`src/rtl/warmboot_sequencer.sv`:
```
// Multiboot controller: picks an iCE40 warmboot image from host request, button or idle
// timeout, then detaches USB, arms SB_WARMBOOT select and pulses BOOT.
module warmboot_sequencer #(
    parameter int NUM_IMAGES        = 4,
    parameter int DEFAULT_IMAGE     = 1,
    parameter int DEBOUNCE_CYCLES   = 48000,
    parameter int LONG_PRESS_CYCLES = 48000000,
    parameter int TIMEOUT_CYCLES    = 0,
    parameter int DETACH_CYCLES     = 480000,
    parameter int ARM_CYCLES        = 4
) (
    input  logic       clk_48mhz,
    input  logic       reset,
    input  logic       boot_req,
    input  logic [1:0] boot_req_image,
    input  logic       activity,
    input  logic       btn_n,
    output logic [1:0] image_sel,
    output logic       usb_detach,
    output logic [1:0] warmboot_s,
    output logic       warmboot_boot,
    output logic       busy
);

    localparam int DBW     = $clog2(DEBOUNCE_CYCLES + 1);
    localparam int LPW     = $clog2(LONG_PRESS_CYCLES + 1);
    localparam int TOW     = (TIMEOUT_CYCLES > 0) ? $clog2(TIMEOUT_CYCLES + 1) : 1;
    localparam int SEQ_MAX = (DETACH_CYCLES > ARM_CYCLES) ? DETACH_CYCLES : ARM_CYCLES;
    localparam int SQW     = $clog2(SEQ_MAX + 1);

    localparam logic [DBW-1:0] DB_LAST  = DBW'(DEBOUNCE_CYCLES - 1);
    localparam logic [LPW-1:0] LP_MAX   = LPW'(LONG_PRESS_CYCLES);
    localparam logic [LPW-1:0] LP_LAST  = LPW'(LONG_PRESS_CYCLES - 1);
    localparam logic [TOW-1:0] TO_LAST  = TOW'((TIMEOUT_CYCLES > 0) ? TIMEOUT_CYCLES - 1 : 0);
    localparam logic [SQW-1:0] DET_LAST = SQW'(DETACH_CYCLES - 1);
    localparam logic [SQW-1:0] ARM_LAST = SQW'(ARM_CYCLES - 1);
    localparam logic [1:0]     LAST_IMG = 2'(NUM_IMAGES - 1);
    localparam logic [1:0]     DEF_IMG  = 2'(DEFAULT_IMAGE);
    localparam logic [2:0]     NUM_IMG3 = 3'(NUM_IMAGES);

    typedef enum logic [1:0] {IDLE, DETACH, ARM, BOOT} state_e;

    state_e           state_q;
    logic             btn_s1_q, btn_s2_q;
    logic             deb_q, deb_d, deb_prev_q;
    logic [DBW-1:0]   db_cnt_q, db_cnt_d;
    logic [LPW-1:0]   press_cnt_q, press_cnt_d;
    logic [TOW-1:0]   to_cnt_q, to_cnt_d;
    logic [SQW-1:0]   seq_cnt_q;
    logic [1:0]       tgt_q, req_tgt, trig_tgt;
    logic             btn_raw, deb_rise, deb_fall, idle;
    logic             long_press, short_press, timeout, to_clear, trigger;

    assign btn_raw  = ~btn_s2_q;
    assign deb_rise = deb_q & ~deb_prev_q;
    assign deb_fall = ~deb_q & deb_prev_q;
    assign idle     = (state_q == IDLE);

    // Counter only advances while the synchronised level disagrees with the accepted one,
    // so any bounce back to the accepted level restarts the stability window.
    always_comb begin
        db_cnt_d = '0;
        deb_d    = deb_q;
        if (btn_raw != deb_q) begin
            if (db_cnt_q == DB_LAST) deb_d = btn_raw;
            else                     db_cnt_d = db_cnt_q + DBW'(1);
        end
    end

    always_comb begin
        press_cnt_d = '0;
        if (deb_q) press_cnt_d = (press_cnt_q == LP_MAX) ? LP_MAX : press_cnt_q + LPW'(1);
    end

    // press_cnt_q still holds the final pressed count in the cycle the release is seen.
    assign long_press  = deb_q && (press_cnt_q == LP_LAST);
    assign short_press = deb_fall && (press_cnt_q != LP_MAX);

    assign to_clear = activity | boot_req | deb_rise | deb_fall | deb_q;
    assign timeout  = (TIMEOUT_CYCLES != 0) && idle && !to_clear && (to_cnt_q == TO_LAST);

    always_comb begin
        to_cnt_d = '0;
        if (TIMEOUT_CYCLES != 0 && idle && !to_clear)
            to_cnt_d = (to_cnt_q == TO_LAST) ? to_cnt_q : to_cnt_q + TOW'(1);
    end

    always_comb begin
        req_tgt = boot_req_image;
        if (boot_req_image == 2'd0)                  req_tgt = image_sel;
        else if ({1'b0, boot_req_image} >= NUM_IMG3) req_tgt = LAST_IMG;
    end

    assign trig_tgt = boot_req ? req_tgt : image_sel;
    assign trigger  = boot_req | long_press | timeout;

    always_ff @(posedge clk_48mhz or posedge reset) begin
        if (reset) begin
            btn_s1_q    <= 1'b1;
            btn_s2_q    <= 1'b1;
            deb_q       <= 1'b0;
            deb_prev_q  <= 1'b0;
            db_cnt_q    <= '0;
            press_cnt_q <= '0;
            to_cnt_q    <= '0;
        end else begin
            btn_s1_q    <= btn_n;
            btn_s2_q    <= btn_s1_q;
            deb_q       <= deb_d;
            deb_prev_q  <= deb_q;
            db_cnt_q    <= db_cnt_d;
            press_cnt_q <= press_cnt_d;
            to_cnt_q    <= to_cnt_d;
        end
    end

    always_ff @(posedge clk_48mhz or posedge reset) begin
        if (reset) begin
            state_q       <= IDLE;
            seq_cnt_q     <= '0;
            tgt_q         <= 2'd0;
            image_sel     <= DEF_IMG;
            usb_detach    <= 1'b0;
            warmboot_s    <= 2'd0;
            warmboot_boot <= 1'b0;
            busy          <= 1'b0;
        end else begin
            case (state_q)
                IDLE: begin
                    if (trigger) begin
                        state_q    <= DETACH;
                        tgt_q      <= trig_tgt;
                        seq_cnt_q  <= '0;
                        usb_detach <= 1'b1;
                        busy       <= 1'b1;
                    end else if (short_press) begin
                        image_sel <= (image_sel == LAST_IMG) ? 2'd1 : image_sel + 2'd1;
                    end
                end
                DETACH: begin
                    if (seq_cnt_q == DET_LAST) begin
                        state_q    <= ARM;
                        seq_cnt_q  <= '0;
                        warmboot_s <= tgt_q;
                    end else begin
                        seq_cnt_q <= seq_cnt_q + SQW'(1);
                    end
                end
                ARM: begin
                    if (seq_cnt_q == ARM_LAST) begin
                        state_q       <= BOOT;
                        seq_cnt_q     <= '0;
                        warmboot_boot <= 1'b1;
                    end else begin
                        seq_cnt_q <= seq_cnt_q + SQW'(1);
                    end
                end
                default: state_q <= BOOT;
            endcase
        end
    end

endmodule

```
`config.mk`:
```
export PLATFORM = sky130hd
export DESIGN_NAME = warmboot_sequencer
export DESIGN_NICKNAME = d
export VERILOG_FILES = /design/src/rtl/warmboot_sequencer.sv
export SDC_FILE = /design/constraint.sdc
export NUM_CORES = 1
export LEC_CHECK = 0
export CELL_PAD_IN_SITES_DETAIL_PLACEMENT = 1
export CELL_PAD_IN_SITES_GLOBAL_PLACEMENT = 2
export CORE_MARGIN = 3
export CORE_UTILIZATION = 41
export CTS_BUF_LIST = sky130_fd_sc_hd__clkbuf_8
export CTS_CLUSTER_SIZE = 12
export DETAILED_ROUTE_END_ITERATION = 8
export GPL_ROUTABILITY_DRIVEN = 0
export PLACE_DENSITY = 0.82
export SLEW_MARGIN = 20
export SYNTH_ARGS = -nofsm -noshare
export SYNTH_HDL_FRONTEND = slang
export SYNTH_SLANG_ARGS = --single-unit
```
`constraint.sdc`:
```
create_clock -name clk_48mhz -period 2.59 [get_ports clk_48mhz]
set_input_delay 0.3885 -clock clk_48mhz [delete_from_list [all_inputs] [get_ports clk_48mhz]]
set_output_delay 0.3885 -clock clk_48mhz [all_outputs]
set_load 0.02 [all_outputs]
```
==> run summary <==
Initial Utilization = 0.432
Clock Skews = 0.0175 ns
Routed len/inst = 16.4 um
FF+latch area = 1880 um2
Number of buffers created by CTS = 9
Rows = 34
First-pass GRT wire length = 15300 um
Cell taking the most area after synthesis = dfrtp_1
H-tree levels = 3
Vias = 2951
CP cell instances = nor4b_1 -> nand4_1 -> o41ai_4 -> o211ai_4 -> or4_1 -> o211ai_1
Post-CTS sizing = 0
GRT Util Overall = 0.183
Placed cell count = 524
Number of enable flip-flop cells after synthesis = 0
DRT Pass-1 Iters = 4
CTS tree = done
Min-delay worst type = register to register
Worst slack, placed = 0.144 ns
Clk pwr share = 0.456
Seq cells post-synth = 75
Final Setup Violations = 0
Final Non-Filler Cells = 540
Status = finished clean
DR DRC count = 0
Area share of the largest cell type after synthesis = 0.467
Post-CTS Setup Bufs = 0
Final #Nets = 445
Vias in the first global route = 3062
Worst setup margin = 0.136 ns
Final min period = 2.45 ns
Sw Ratio = 0.231
Overflow after GRT = 0
PortBufs = 12
P&R area growth vs syn = 16.4%
Sequential element share of the synthesized area = 0.487
Part of the power in registers = 0.522
Vias per cell = 5.46
Clock transition at the registers of the reported paths = 0.10 ns
Setup crit start kind = register
Synth Net Count = 407
Syn_area_per_cell = 9.93 um2
Core area = 8930 um2
Layout Utilization = 0.503
1st-iter DRT viols = 99
Cell with the most instances after synthesis = dfrtp_1
Power per cell area = 503 nW/um2
Synth top cells by count = dfrtp_1, nor2_1, nand2_1
Clock root buffer = clkbuf_8
Post-route ant nets = 0
Setup crit end kind = register
Yosys cell types = 58
Layout fillers = 1031
Max-cap violations = 0
Maximum vdd ir drop = 225 uV
CP Class = register to register
Yosys warns = 0
Largest cells by area after synthesis = dfrtp_1, nor2_1, xor2_1, xnor2_1, ha_1
Initial antenna violation count = 0
Hold Vio Cnt, Final = 0
N_diodes = 0
Largest net degree at the start of global routing = 38
Die Y = 103 um
Longest Clk Path Bufs = 2
Post-synth ARST share = 1.00
Fmax = 0.408 GHz
Layout cells sized above 1 = 0.134
Crit-path max FO = 15
Leak Pwr = 1.94 nW
Main synth FF type = dfrtp_1
Internal power = 1.74 mW
IO Count = 14
CP required = 2.86 ns
Final WL = 8830 um
Synthesized area = 3860 um2
RSZ-0062 raised after global routing = no
Die width = 103 um
P_sw = 0.521 mW
Normalized max-slew margin = 0.575
Final HPWL DP = 6230 um
Period utilisation layout = 0.947
Area occupied by multi-input gates = 1880 um2
Setup TNS = 0 ns
CTS Sinks = 75
Cts-stage hold buffer count = 0
Critical path arrival = 2.72 ns
Clock network latency to the later pin of the worst-skew pair = 0.36 ns
Die area = 10600 um2
Gate power share = 0.022
CP max stage cell = or4_1
Worst-Margin Slew = 0.636 ns
Mapped Cells = 389
Final-report max-slew violation count = 0
Largest stage delay, worst path = 0.55 ns
==> logic make-up (layout without fill, tap and decap cells) <==
logic type | count (synthesis) | in the layout | synth area share
compound gates | 52 | 52 | 0.107
fa+ha+maj | 11 | 11 | 0.0356
mux | 5 | 5 | 0.0136
flops | 75 | 75 | 0.487
xor+xnor | 35 | 35 | 0.0794
simple gates | 187 | 187 | 0.250
buf+inv | 24 | 67 | 0.0272
==> per-layer routing <==
layer	vias up	part of all wire	GRT usage
met4	0	0.0099	0.0618
met3	8	0.019	0.0244
met1	1468	0.51	0.264
met5	-	0	0
li1	1452	-	-
met2	23	0.46	0.284
==> area by class of cell <==
class / count / area share
timing repair buffer: 36 / 0.0724
clock buffer: 9 / 0.0276
multi-input combinational: 290 / 0.417
inverter: 15 / 0.0125
sequential: 75 / 0.418
tap: 108 / 0.0301
clock inverter: 7 / 0.0217
==> final timing paths <==
kind / startpoint / end / slack (ns) / cells after the start
max: press_cnt_q[16] / seq_cnt_q[5] / 0.14 / 6
max reg2reg: press_cnt_q[16] / seq_cnt_q[5] / 0.14 / 6
min: btn_s1_q / btn_s2_q / 0.35 / 0
max in group asynchronous: reset / btn_s1_q / 1.47 / 3
min reg2reg: btn_s1_q / btn_s2_q / 0.35 / 0
min in group asynchronous: reset / press_cnt_q[11] / 0.44 / 2
==> critical path: cells and delay by family (launching register included) <==
family	cells	cell delay [ns]
and+or+nand+nor	3	1.21
AOI/OAI and AO/OA	3	0.73
DFF	1	0.44
==> flip-flops by register name (all words and copies together), names as in the netlist <==
name           cells
warmboot_s         2
state_q            2
btn_s1_q           1
busy               1
deb_q              1
image_sel          2
seq_cnt_q         19
warmboot_boot      1
tgt_q              2
deb_prev_q         1
press_cnt_q       26
btn_s2_q           1
db_cnt_q          16
==> stage by stage <==
step                hold WS [ns]  cell area [um2]  power (mW)
floorplan                  0.345             3860        1.23
global placement           0.348             4270        1.26
detailed placement         0.349             4270        1.26
CTS                        0.352             4490        2.29
global route               0.361             4490        2.36
finish                     0.350             4490        2.26
==> cells in the final DEF, fill, tap and decap left out, types with 3 or more instances in the layout <==
cell type / n
dfrtp_1: 72
o21bai_1: 3
a21oi_1: 4
or2_2: 3
o31ai_1: 5
nand2_1: 33
mux2i_1: 3
nor2_1: 54
dfstp_2: 3
or3_1: 7
nor4_1: 7
nand3_1: 25
ha_1: 11
xor2_1: 19
clkdlybuf4s50_1: 12
nor3_1: 7
buf_4: 22
o21ai_0: 11
a211o_1: 3
and2_1: 3
xnor2_1: 16
clkbuf_8: 9
and3_1: 10
nand4_1: 13
a2bb2oi_1: 5
nor3b_1: 4
inv_1: 14
or4_1: 4
==> power by group through the flow <==
stage	clock, mW	combinational (mW)	sequential, mW
finish	1.03	0.0490	1.18
detailed placement	0	0.0518	1.20
CTS	1.06	0.0521	1.18
global placement	0	0.0512	1.20
global route	1.12	0.0579	1.18
floorplan	0	0.0284	1.20
Note: power is estimated with default switching activity, not from simulation.
